$ cat src/rtl/uart_echo_initiator.sv
// UART echo initiator: sends a run of bytes on tx, checks rx replies == byte+1.
// Optional reply timeout under `UART_ECHO_INIT_TIMEOUT_EN.
//
// Ports:
//   clk, reset (async, active-low)
//   start, i_seed[7:0], i_count[7:0] : run request
//   rx / tx                          : serial line, idle high
//   o_busy, o_done, o_pass           : run status
//   o_err_cnt[7:0], o_rx_data[7:0]   : error count, last reply byte
module uart_echo_initiator #(
   parameter int DBIT        = 8,
   parameter int SB_TICK     = 16,
   parameter int DVSR        = 163,
   parameter int DVSR_BIT    = 8,
   parameter int TIMEOUT_CYC = 100000
) (
   input  logic       clk,
   input  logic       reset,
   input  logic       start,
   input  logic [7:0] i_seed,
   input  logic [7:0] i_count,
   input  logic       rx,
   output logic       tx,
   output logic       o_busy,
   output logic       o_done,
   output logic       o_pass,
   output logic [7:0] o_err_cnt,
   output logic [7:0] o_rx_data
);

   localparam int NW = (DBIT > 1) ? $clog2(DBIT) : 1;
   localparam int SW = (SB_TICK > 16) ? $clog2(SB_TICK) : 4;

   // ---------------- tick generator ----------------
   logic [DVSR_BIT-1:0] tick_cnt;
   logic                tick;

   assign tick = (tick_cnt == DVSR_BIT'(DVSR - 1));

   always_ff @(posedge clk or negedge reset) begin
      if (!reset) begin
         tick_cnt <= '0;
      end else if (tick) begin
         tick_cnt <= '0;
      end else begin
         tick_cnt <= tick_cnt + 1'b1;
      end
   end

   // ---------------- serializer ----------------
   typedef enum logic [1:0] {
      S_IDLE, S_START, S_DATA, S_STOP
   } ser_t;

   ser_t            tx_st;
   logic [SW-1:0]   tx_s;
   logic [NW-1:0]   tx_n;
   logic [DBIT-1:0] tx_b;
   logic            tx_pend;
   logic            tx_done;
   logic            tx_load;
   logic [7:0]      cur;

   // A load is held pending until the next tick so every bit
   // spans whole tick periods.
   always_ff @(posedge clk or negedge reset) begin
      if (!reset) begin
         tx_st   <= S_IDLE;
         tx_s    <= '0;
         tx_n    <= '0;
         tx_b    <= '0;
         tx_pend <= 1'b0;
         tx_done <= 1'b0;
         tx      <= 1'b1;
      end else begin
         tx_done <= 1'b0;
         if (tx_load) begin
            tx_pend <= 1'b1;
            tx_b    <= DBIT'(cur);
         end
         unique case (tx_st)
            S_IDLE: begin
               if ((tx_pend || tx_load) && tick) begin
                  tx_st   <= S_START;
                  tx_s    <= '0;
                  tx_pend <= 1'b0;
                  tx      <= 1'b0;
               end
            end
            S_START: begin
               if (tick) begin
                  if (tx_s == SW'(15)) begin
                     tx_st <= S_DATA;
                     tx_s  <= '0;
                     tx_n  <= '0;
                     tx    <= tx_b[0];
                  end else begin
                     tx_s <= tx_s + 1'b1;
                  end
               end
            end
            S_DATA: begin
               if (tick) begin
                  if (tx_s == SW'(15)) begin
                     tx_s <= '0;
                     tx_b <= tx_b >> 1;
                     if (tx_n == NW'(DBIT - 1)) begin
                        tx_st <= S_STOP;
                        tx    <= 1'b1;
                     end else begin
                        tx_n <= tx_n + 1'b1;
                        tx   <= tx_b[1];
                     end
                  end else begin
                     tx_s <= tx_s + 1'b1;
                  end
               end
            end
            S_STOP: begin
               if (tick) begin
                  if (tx_s == SW'(SB_TICK - 1)) begin
                     tx_st   <= S_IDLE;
                     tx_done <= 1'b1;
                  end else begin
                     tx_s <= tx_s + 1'b1;
                  end
               end
            end
            default: tx_st <= S_IDLE;
         endcase
      end
   end

   // ---------------- deserializer ----------------
   typedef enum logic [1:0] {
      R_IDLE, R_START, R_DATA, R_STOP
   } des_t;

   logic            rx_m;
   logic            rx_s;
   logic            rx_p;
   des_t            rx_st;
   logic [3:0]      rx_c;
   logic [NW-1:0]   rx_n;
   logic [DBIT-1:0] rx_b;
   logic            rx_done;
   logic            rx_ferr;
   logic [7:0]      rx_byte;

   assign rx_byte = 8'(rx_b);

   always_ff @(posedge clk or negedge reset) begin
      if (!reset) begin
         rx_m    <= 1'b1;
         rx_s    <= 1'b1;
         rx_p    <= 1'b1;
         rx_st   <= R_IDLE;
         rx_c    <= '0;
         rx_n    <= '0;
         rx_b    <= '0;
         rx_done <= 1'b0;
         rx_ferr <= 1'b0;
      end else begin
         rx_m    <= rx;
         rx_s    <= rx_m;
         rx_p    <= rx_s;
         rx_done <= 1'b0;
         unique case (rx_st)
            R_IDLE: begin
               // edge, not level: a low stop bit must not restart a frame
               if (rx_p && !rx_s) begin
                  rx_st <= R_START;
                  rx_c  <= '0;
               end
            end
            R_START: begin
               if (tick) begin
                  if (rx_c == 4'd7) begin
                     rx_c <= '0;
                     rx_n <= '0;
                     rx_st <= rx_s ? R_IDLE : R_DATA;
                  end else begin
                     rx_c <= rx_c + 1'b1;
                  end
               end
            end
            R_DATA: begin
               if (tick) begin
                  if (rx_c == 4'd15) begin
                     rx_c <= '0;
                     rx_b <= {rx_s, rx_b[DBIT-1:1]};
                     if (rx_n == NW'(DBIT - 1)) begin
                        rx_st <= R_STOP;
                     end else begin
                        rx_n <= rx_n + 1'b1;
                     end
                  end else begin
                     rx_c <= rx_c + 1'b1;
                  end
               end
            end
            R_STOP: begin
               if (tick) begin
                  if (rx_c == 4'd15) begin
                     rx_st   <= R_IDLE;
                     rx_done <= 1'b1;
                     rx_ferr <= ~rx_s;
                  end else begin
                     rx_c <= rx_c + 1'b1;
                  end
               end
            end
            default: rx_st <= R_IDLE;
         endcase
      end
   end

   // ---------------- control FSM ----------------
   typedef enum logic [2:0] {
      IDLE, SEND, WAIT_RX, CHECK, DONE
   } st_t;

   st_t        st;
   logic [7:0] cnt;
   logic [7:0] err_inc;
   logic       bad;

   assign err_inc = (o_err_cnt == 8'hFF) ? o_err_cnt
                                         : o_err_cnt + 8'd1;
   assign bad     = (rx_byte != 8'(cur + 8'd1)) || rx_ferr;

`ifdef UART_ECHO_INIT_TIMEOUT_EN
   localparam int TW = $clog2(TIMEOUT_CYC + 1);
   logic [TW-1:0] to_cnt;
`else
   if (TIMEOUT_CYC < 1) begin : g_to_off
   end
`endif

   always_ff @(posedge clk or negedge reset) begin
      if (!reset) begin
         st        <= IDLE;
         cur       <= '0;
         cnt       <= '0;
         tx_load   <= 1'b0;
         o_busy    <= 1'b0;
         o_done    <= 1'b0;
         o_pass    <= 1'b0;
         o_err_cnt <= '0;
         o_rx_data <= '0;
`ifdef UART_ECHO_INIT_TIMEOUT_EN
         to_cnt    <= '0;
`endif
      end else begin
         tx_load <= 1'b0;
         o_done  <= 1'b0;
         unique case (st)
            IDLE: begin
               if (start) begin
                  o_busy <= 1'b1;
                  o_pass <= 1'b0;
                  if (i_count == 8'd0) begin
                     st <= DONE;
                  end else begin
                     cur       <= i_seed;
                     cnt       <= i_count;
                     o_err_cnt <= '0;
                     tx_load   <= 1'b1;
                     st        <= SEND;
                  end
               end
            end
            SEND: begin
`ifdef UART_ECHO_INIT_TIMEOUT_EN
               to_cnt <= '0;
`endif
               // replies completing before WAIT_RX are dropped
               if (tx_done) st <= WAIT_RX;
            end
            WAIT_RX: begin
               if (rx_done) begin
                  st <= CHECK;
`ifdef UART_ECHO_INIT_TIMEOUT_EN
               end else if (to_cnt == TW'(TIMEOUT_CYC - 1)) begin
                  o_err_cnt <= err_inc;
                  cur       <= cur + 8'd1;
                  cnt       <= cnt - 8'd1;
                  if (cnt == 8'd1) begin
                     st <= DONE;
                  end else begin
                     tx_load <= 1'b1;
                     st      <= SEND;
                  end
               end else begin
                  to_cnt <= to_cnt + 1'b1;
`endif
               end
            end
            CHECK: begin
               if (bad) o_err_cnt <= err_inc;
               o_rx_data <= rx_byte;
               cur       <= cur + 8'd1;
               cnt       <= cnt - 8'd1;
               if (cnt == 8'd1) begin
                  st <= DONE;
               end else begin
                  tx_load <= 1'b1;
                  st      <= SEND;
               end
            end
            DONE: begin
               o_done <= 1'b1;
               o_pass <= (o_err_cnt == 8'd0);
               o_busy <= 1'b0;
               st     <= IDLE;
            end
            default: st <= IDLE;
         endcase
      end
   end

endmodule
$ cat config.mk
export PLATFORM = sky130hd
export DESIGN_NAME = uart_echo_initiator
export DESIGN_NICKNAME = d
export VERILOG_FILES = /design/src/rtl/uart_echo_initiator.sv
export SDC_FILE = /design/constraint.sdc
export NUM_CORES = 1
export LEC_CHECK = 0
export BUFFER_PORTS_ARGS = -buffer_cell sky130_fd_sc_hd__buf_2
export CAP_MARGIN = 20
export CELL_PAD_IN_SITES_DETAIL_PLACEMENT = 1
export CELL_PAD_IN_SITES_GLOBAL_PLACEMENT = 2
export CORE_MARGIN = 3
export CORE_UTILIZATION = 36
export CTS_BUF_LIST = sky130_fd_sc_hd__clkbuf_8
export CTS_CLUSTER_SIZE = 12
export DETAILED_ROUTE_END_ITERATION = 10
export PLACE_DENSITY = 0.88
export SLEW_MARGIN = 10
export SYNTH_ARGS = -nofsm -noshare
export SYNTH_HDL_FRONTEND = slang
export SYNTH_SLANG_ARGS = --single-unit
export TNS_END_PERCENT = 10
$ cat constraint.sdc
create_clock -name clk -period 2.4 [get_ports clk]
set_clock_uncertainty 0.2 [all_clocks]
set_input_delay 0.48 -clock clk [delete_from_list [all_inputs] [get_ports clk]]
set_output_delay 0.48 -clock clk [all_outputs]
set_load 0.01 [all_outputs]
==> flow_metrics.tcl, run 1 <==
set metrics [dict create \
    ys_seq_elements 89 \
    wirelength_um 12600 \
    layout_min_cycle_time_ps 2410 \
    p_sw_uw 722 \
    min-delay-start "i_count[5]" \
    power_frac_seq_pct 54.4 \
    dr.pass1.iters 4 \
    grt_overflow_total 0 \
    post-dp-hpwl_um 9080 \
    grt_pass1_wl_um 21000 \
    final_hold_viol_count 0 \
    slew_headroom_pct 65.2 \
    vias_per_cell 5.48 \
    powerDensity_nw_per_um2 516 \
    switching_share_pct 24.7 \
    synth.most_common_cell "dfrtp_1" \
    drc 0 \
    violations "setup timing" \
    antenna_found_initial 0 \
    synth-main-ff-cell "dfrtp_1" \
    combPwrFrac_pct 6.6 \
    ys_seq_area_share_pct 47.0 \
    place_inst 714 \
    instances_no_fill 736 \
    finalCritPeriodShare_pct 100 \
    clkSinkCount 89 \
    path_max_fanout 8 \
    synth_compound_area_share_pct 16.5 \
    intPower_uw 2200 \
    io-pin-count 40 \
    vdd_drop_max_v 0.000414 \
    synth_top_area_share_pct 44.8 \
    hp-class "input pin to register" \
    status "finished, violations left" \
    tns_ps -7.46 \
    min_path_cells 3 \
    synth.area.mux_share_pct 4.93 \
    slew_violations 0 \
    syn_area_um2 4740 \
    wl_per_cell_um 17.1 \
    synth_cells 496 \
    yosys_warnings 0 \
    min_to "cnt[5]" \
    cts.htree.levels 3 \
    ant_nets 0 \
    setup_violations 1 \
    drt_iter0_drc 199 \
    yosys.area_share.simple_pct 20.4 \
    grt_use_total_pct 18.0 \
    clock_path_buffers 2 \
    synthDistinctLibCells 70 \
    tightest_slew_ps 515 \
    fillers 1468 \
    die_w_um 121 \
    synth_area_leader_cell "dfrtp_1" \
    synth_edf_count 0 \
    vias 4031 \
    place_congestion 0.862 \
    critPathCaptureType "register" \
    path_class "register to register" \
    r2r-end "o_err_cnt[6]" \
    worstPathArrival_ps 2470 \
    syn_area_per_cell_um2 9.57 \
    syn_nets 533 \
    r2r_start "cur[0]" \
    start_util_pct 37.1 \
    drv_cap 0 \
    fp.dieArea_um2 14600 \
    max_freq_mhz 415 \
    synthAdderAreaFrac_pct 4.48 \
    synth_xor_area_share_pct 2.77 \
    grt_setup_unrepaired "true" \
    core_um2 12800 \
    grt_pass1_vias 4228 \
    cts_buffers 9 \
    cp.required_ps 2460 \
    die_y_um 121 \
    nNetsFinal 596 \
    static-leakage-power_uw 0.00258 \
    synth_top_family_by_area "simple AND/OR/NAND/NOR gates" \
    cts_tree "yes" \
    grt_max_degree 33 \
    cts-root-buf "clkbuf_8" \
    rows 41 \
    synth_common_cells "dfrtp_1, nand2_1, nor2_1" \
    clk_latency_ps 380 \
    start_kind "register" \
    drive_gt1_share_pct 23.6 \
    p_clk_share_pct 38.9 \
    place_area_um2 5280 \
    r2r_slack_ps -7 \
    diodes 0 \
    synthTopCellsByArea "dfrtp_1, nand2_1, ha_1, nor2_1, a21oi_1" \
    power.total_uw 2920 \
    design_area_um2 5660 \
    setup_slack_ps -7.46 \
    io_buffers 39 \
    area_delta_synth_final_pct 19.3 \
    utilization_pct 44.3 \
    clk_pin_slew_ps 90 \
    async_flop_share_pct 100 \
    worst_r2r_path_depth 8 \
]
registers in the layout, summed over array words and instances, names as in the netlist, 2 cells and up, named ones only:
signal / count
rx_n: 3
o_rx_data: 8
st: 3
cur: 8
rx_c: 4
tick_cnt: 8
cnt: 8
tx_st: 2
tx_s: 4
o_err_cnt: 8
tx_n: 3
tx_b: 8
rx_b: 8
worst max path at each step:
stage,startpoint,to,slack (ps),depth (start not counted)
finish,cur[0],o_err_cnt[6],-7,8
global route,cur[2],o_err_cnt[6],-110,8
CTS,cur[1],o_err_cnt[2],10,7
detailed placement,cur[0],o_err_cnt[2],-220,7
global placement,cur[0],o_err_cnt[2],-20,7
floorplan,cur[0],o_err_cnt[5],40,8
layout make-up:
type	instances	area (um2)	share of cell area, %
repair buffers	75	493	8.71
inverters	18	67.6	1.19
multi-input cells	366	2440	43.0
flip-flops and latches	89	2240	39.5
well taps	172	215	3.80
clock inverters	7	88.8	1.57
clock buffers	9	124	2.19
timing repair:
action	CTS	global route
buffers inserted	2	2
pin swaps	4	6
resized for setup	10	16
endpoints found under the hold margin	30	0
hold buffers	2	0
setup endpoints to repair	8	20
cell usage in the layout (no fill, tap or decap), types with 7 or more instances in the layout:
master,count
clkbuf_8,9
nand2_1,66
nand3_1,17
inv_1,20
mux2_2,11
xnor2_1,8
and3_1,10
dfrtp_1,82
mux2i_1,11
ha_1,16
o21ai_0,22
nor2_1,51
a21oi_1,26
buf_2,38
xor2_1,7
buf_4,32
o22ai_1,7
kinds of logic (layout without fill, tap and decap cells):
logic type      Yosys count  in the layout
mux                      22             22
simple gates            197            197
compound gates          115            115
xor+xnor                 15             15
flops                    89             89
buf+inv                  41            109
fa+ha+maj                17             17
per-layer routing:
layer  GRT usage (%)  vias to the layer above  wire [um]
met5               0                        -          0
met4            5.24                        0        138
li1                -                     1905          -
met3            4.30                       13        373
met1            23.2                     2055       5580
met2            30.2                       58       6480
power by group through the flow:
stage / registers (uW) / logic (uW) / clock network [uW]
5_1_grt: 1600 / 220 / 1230
4_1_cts: 1590 / 197 / 1170
2_1_floorplan: 1590 / 120 / 0
3_5_place_dp: 1620 / 192 / 0
6_report: 1590 / 193 / 1140
3_3_place_gp: 1610 / 181 / 0
critical path, stage by stage (launching register included):
cell	delay (ps)
dfrtp_1	400
ha_2	220
nor2b_4	130
or3b_4	390
a221oi_4	270
o211ai_4	180
buf_6	170
a41oi_1	230
a211oi_1	90
metrics by stage:
stage          worst slack, ps  hold slack [ps]
2_1_floorplan             41.1            -15.6
3_3_place_gp             -22.1              146
3_5_place_dp              -217              148
4_1_cts                   10.5              129
5_1_grt                   -114              141
6_report                 -7.46              141
No activity file was read; power rests on OpenSTA's default activity.
==> run 2: changes to the inputs <==
Settings changed: CORE_UTILIZATION 36 to 35, PLACE_DENSITY 0.88 to 0.86.
==> run 2 against run 1 <==
Compared with the run above: the run still ends with setup timing left; non-clock buffer count grew 3; clock power down 5%; critical path type unchanged; die area is 2.7% higher; sequential share of layout area down 0.10 points; power decreased by 2.1%; wire length down 0.99%; global-route usage shrank 0.61 points.
==> flow_metrics.tcl, run 2 (synthesized netlist as in run 1, its figures left out) <==
set metrics [dict create \
    die_w_um 122 \
    use_met2_pct 29.1 \
    place_congestion 0.861 \
    diodes 0 \
    wl_per_cell_um 16.8 \
    utilization_pct 43.8 \
    crit_start "cur[1]" \
    p_clk_share_pct 37.8 \
    die_y_um 122 \
    start_kind "register" \
    start_util_pct 36.7 \
    crit_family "compound AO/OA/AOI/OAI gates" \
    grt_use_total_pct 17.4 \
    clk_latency_ps 370 \
    grt_setup_unrepaired "true" \
    r2r_start "cur[1]" \
    cts.htree.levels 3 \
    rows 41 \
    slew_headroom_pct 66.1 \
    crit_path_max_incr_delay_ps 430 \
    slew_violations 0 \
    min_path_cells 3 \
    design_area_um2 5670 \
    final_common_cell "dfrtp_1" \
    area_delta_synth_final_pct 19.4 \
    cts-root-buf "clkbuf_8" \
    layout_min_cycle_time_ps 2470 \
    vias_per_cell 5.39 \
    pre_cts_slack_ps -127 \
    grt_max_degree 61 \
    tightest_slew_ps 501 \
    r2r_slack_ps -70 \
    drive_gt1_share_pct 23.1 \
    r2r-end "o_err_cnt[2]" \
    antenna_found_initial 0 \
    fp.dieArea_um2 15000 \
    finalCritPeriodShare_pct 103 \
    min-delay-start "i_count[2]" \
    path_class "register to register" \
    worst_r2r_path_depth 8 \
    nNetsFinal 600 \
    violations "setup timing" \
    cp.required_ps 2440 \
    combPwrFrac_pct 6.7 \
    busiest_layer "met2" \
    clkSinkCount 89 \
    min_to "cnt[2]" \
    post-dp-hpwl_um 8890 \
    io_buffers 39 \
    switching_share_pct 24.6 \
    worstPathArrival_ps 2510 \
    critPathCaptureType "register" \
    critical_path_depth 8 \
    cts_buffers 9 \
    fillers 1503 \
    final_hold_viol_count 0 \
    drc 0 \
    place_area_um2 5320 \
    static-leakage-power_uw 0.00259 \
    crit_chain "ha_4, nor2b_1, or3b_4, a221oi_4, o211ai_4, buf_6, a31oi_2, a311oi_2" \
    vias 3986 \
    clk_pin_slew_ps 90 \
    io-pin-count 40 \
    grt_pass1_wl_um 20800 \
    vdd_drop_max_v 0.000439 \
    core_um2 12900 \
    intPower_uw 2150 \
    power_frac_seq_pct 55.5 \
    setup_slack_ps -72.5 \
    dr.pass1.iters 4 \
    hp-class "input pin to register" \
    setup_violations 6 \
    wirelength_um 12400 \
    power.total_uw 2860 \
    grtUsageMet3_pct 3.69 \
    path_max_fanout 5 \
    p_sw_uw 704 \
    drv_cap 0 \
    drt_iter0_drc 191 \
    powerDensity_nw_per_um2 504 \
    final_cell_mix "dfrtp_1, nand2_1, nor2_1" \
    status "finished, violations left" \
    crit_buf_inv 1 \
    grt_overflow_total 0 \
    cts_tree "yes" \
    ant_nets 0 \
    grt_pass1_vias 4140 \
    clock_path_buffers 2 \
    grtUsageMet1_pct 22.6 \
    slowest_stage "dfrtp_1" \
    max_freq_mhz 404 \
]
## run 2: changes by cell type in the layout (fill, tap and decap cells not counted), moves of 3 or more
cell     before  now
dfrtp_1      82   85
buf_4        32   35
o21ai_1       3    0
dfrtp_2       3    0
o21ai_0      22   25
## run 2: worst max-delay path by stage
stage,to
2_1_floorplan,o_err_cnt[5]
3_3_place_gp,o_err_cnt[2]
3_5_place_dp,o_err_cnt[1]
4_1_cts,o_err_cnt[2]
5_1_grt,o_err_cnt[2]
6_report,o_err_cnt[2]
## run 2: worst min-delay path, cell delays in order
cell	delay, ps
buf_2	90
nand2_1	40
o211ai_1	70
## run 2: final cells by class
class,instances,area [um2],share of cell area [%]
Multi-Input combinational cell,367,2430,42.9
Sequential cell,89,2230,39.4
Timing Repair Buffer,78,515,9.10
Tap cell,172,215,3.80
Clock buffer,11,151,2.67
Inverter,18,67.6,1.19
Clock inverter,4,52.6,0.927
## run 2: routing by layer
layer | vias to the layer above | wire length [um]
met5 | - | 0
met4 | 0 | 212
met3 | 17 | 429
met2 | 74 | 6010
met1 | 1990 | 5800
li1 | 1905 | -
## run 2: power groups by stage
| stage | Combinational, uW | Sequential (uW) | Clock (uW) |
|---|---|---|---|
| after floorplan | 120 | 1590 | 0 |
| after global placement | 180 | 1610 | 0 |
| after detailed placement | 191 | 1620 | 0 |
| after CTS | 195 | 1590 | 1130 |
| after global routing | 218 | 1600 | 1190 |
| final | 191 | 1590 | 1080 |
## run 2: timing repair
item	4_1_cts	5_1_grt
hold buffers	2	0
gates cloned	1	0
buffers inserted	1	1
endpoints found under the setup margin	7	14
pin swaps	4	4
hold endpoints to repair	62	0
resized for setup	7	10
## run 2: stage by stage
stage	cells	hold WS, ps	TNS (ps)
2_1_floorplan	496	-15.6	0
3_3_place_gp	719	113	0
3_5_place_dp	719	111	-402
4_1_cts	738	127	0
5_1_grt	739	143	-1250
6_report	739	149	-183
==> run 3: changes to the inputs <==
Settings changed: ABC_AREA set to 1, CELL_PAD_IN_SITES_DETAIL_PLACEMENT 1 to unset, CELL_PAD_IN_SITES_GLOBAL_PLACEMENT 2 to unset, PLACE_DENSITY 0.86 to 0.62.
==> run 3 against run 2 <==
Compared with the run above: the run now ends clean; sequential share of layout area increased by 1.8 points; sequential cell count is the same; worst setup slack gained 250 ps; via count is 0.40% lower; count of clock-buffer cells in the layout shrank 2; fmax grew 11%; first-iteration DRC count up 32%; synthesized cell count grew 17%; cell count is 8.5% higher; critical endpoint is now o_err_cnt[7]; largest cell class is now flip-flops and latches; largest power group unchanged.
==> flow_metrics.tcl, run 3 <==
set metrics [dict create \
    status "finished clean" \
    area_delta_synth_final_pct 13.9 \
    syn_area_per_cell_um2 8.24 \
    layout_min_cycle_time_ps 2220 \
    rows 41 \
    drv_cap 0 \
    core_um2 13000 \
    clkSinkCount 89 \
    cts_tree "yes" \
    slew_headroom_pct 72.3 \
    die_w_um 123 \
    crit_path_max_incr_delay_ps 450 \
    grt_max_degree 59 \
    synthTopCellsByArea "dfrtp_1, nand2_1, inv_1, o21ai_0, ha_1" \
    final_cell_mix "nand2_1, dfrtp_1, inv_1" \
    path_common_cell "nand2_1" \
    ys_seq_elements 89 \
    slew_violations 0 \
    worst_r2r_path_depth 12 \
    cp.required_ps 2510 \
    pre_cts_slack_ps 226 \
    grt_pass1_wl_um 17400 \
    fp.dieArea_um2 15000 \
    cts-root-buf "clkbuf_8" \
    start_util_pct 36.7 \
    grt_overflow_total 0 \
    ant_nets 0 \
    synth_edf_count 0 \
    synth_top_area_share_pct 44.7 \
    r2r-end "o_err_cnt[7]" \
    clock_path_buffers 2 \
    critPathCaptureType "register" \
    vias_per_cell 4.95 \
    fillers 1306 \
    setup_violations 0 \
    final_hold_viol_count 0 \
    static-leakage-power_uw 0.00272 \
    grt_pass1_vias 3804 \
    synth.most_common_cell "nand2_1" \
    diodes 0 \
    antenna_found_initial 0 \
    wl_per_cell_um 12.6 \
    min-delay-start "i_count[2]" \
    r2r_start "cur[0]" \
    design_area_um2 5430 \
    crit_chain "ha_1, nand2_2, clkinv_1, nand3_1, nand2_1, nand2_1, nand3_1, nor2_4, nand4_4, nand3_4, nand2_1, nand2_1" \
    ys_seq_area_share_pct 46.9 \
    synth_common_cells "nand2_1, dfrtp_1, inv_1" \
    utilization_pct 41.8 \
    synth_area_leader_cell "dfrtp_1" \
    syn_area_um2 4760 \
    final_common_cell "nand2_1" \
    max_freq_mhz 450 \
    place_area_um2 5160 \
    post-dp-hpwl_um 7350 \
    cts.htree.levels 3 \
    worstPathArrival_ps 2340 \
    hp-class "input pin to register" \
    vdd_drop_max_v 0.000390 \
    drc 0 \
    synthDistinctLibCells 44 \
    slowest_stage "dfrtp_2" \
    die_y_um 123 \
    yosys_warnings 0 \
    tightest_slew_ps 416 \
    powerDensity_nw_per_um2 556 \
    io-pin-count 40 \
    synth_cells 578 \
    syn_nets 615 \
    clk_latency_ps 370 \
    nNetsFinal 662 \
    path_class "register to register" \
    setup_slack_ps 175 \
    drive_gt1_share_pct 15.6 \
    io_buffers 39 \
    r2r_slack_ps 180 \
    start_kind "register" \
    synth-main-ff-cell "dfrtp_1" \
    async_flop_share_pct 100 \
    path_max_fanout 8 \
    grt_use_total_pct 14.4 \
    clk_pin_slew_ps 90 \
    min_to "cnt[2]" \
    drt_iter0_drc 252 \
    min_path_cells 3 \
    vias 3970 \
    dr.pass1.iters 4 \
    wirelength_um 10100 \
    cts_buffers 9 \
    finalCritPeriodShare_pct 92.7 \
    place_congestion 0.853 \
]
run 3: changes by cell type in the layout (fill, tap and decap cells not counted), moves of 7 or more:
cell | before | now
inv_2 | 0 | 7
mux2i_1 | 11 | 4
nand2_1 | 66 | 125
mux2_2 | 11 | 0
buf_4 | 35 | 7
and3_1 | 10 | 0
inv_1 | 18 | 71
o21ai_0 | 25 | 44
nand3_1 | 19 | 33
nor3_1 | 6 | 19
nand4_1 | 6 | 15
run 3: area by class of cell:
class / count / area [um2] / share of cell area, %
sequential: 89 / 2230 / 41.2
multi-input combinational: 398 / 2180 / 40.2
inverter: 79 / 297 / 5.47
timing repair buffer: 48 / 283 / 5.21
tap: 172 / 215 / 3.97
clock buffer: 9 / 124 / 2.28
clock inverter: 7 / 95.1 / 1.75
run 3: worst max-delay path: cells and delay by family, from the launching register on:
kind                       cells  cell delay, ps
adders and majority gates      1             230
buffers and inverters          1             110
DFF                            1             450
and+or+nand+nor               10            1150
run 3: timing repair:
item	in CTS	in global routing
setup buffers	0	1
endpoints found under the hold margin	29	0
endpoints found under the setup margin	0	7
resized for setup	0	1
hold buffers	2	0
run 3: layer usage:
layer  GRT usage, %  share of wire (%)  up-vias
met1           19.7                 48     1850
met4           6.09                1.8        0
met3           2.90                4.9       16
met2           22.2                 45       83
li1               -                  -     2021
met5              0                  0        -
run 3: stage by stage:
stage	total power (uW)	setup TNS [ps]	hold slack [ps]	instances
final	3020	0	149	802
after global routing	3190	-46.7	136	802
after CTS	3060	0	140	800
after detailed placement	1900	0	153	782
after global placement	1890	0	147	782
after floorplan	1790	0	-15.6	578
run 3: cells by family (layout without fill, tap and decap cells):
group | count (synthesis) | in the layout | share of synthesized area, %
fa+ha+maj | 17 | 17 | 4.47
simple gates | 261 | 262 | 25.4
mux | 4 | 4 | 0.841
buf+inv | 92 | 143 | 7.65
flops | 89 | 89 | 46.9
xor+xnor | 7 | 7 | 1.29
compound gates | 108 | 108 | 13.5
run 3: how the worst max path moves through the flow:
stage,from,endpoint,slack [ps],cells after the start
floorplan,cur[0],o_err_cnt[5],500,12
global placement,cur[0],o_err_cnt[1],260,12
detailed placement,cur[0],o_err_cnt[7],230,12
CTS,cur[0],o_err_cnt[7],190,12
global route,cur[0],o_err_cnt[7],-50,12
finish,cur[0],o_err_cnt[7],180,12
run 3: power breakdown:
group          switching [uW]  leakage [uW]  internal [uW]
Sequential               51.7       0.00112           1550
Clock                     559      0.000109            586
Combinational             179       0.00149           93.3
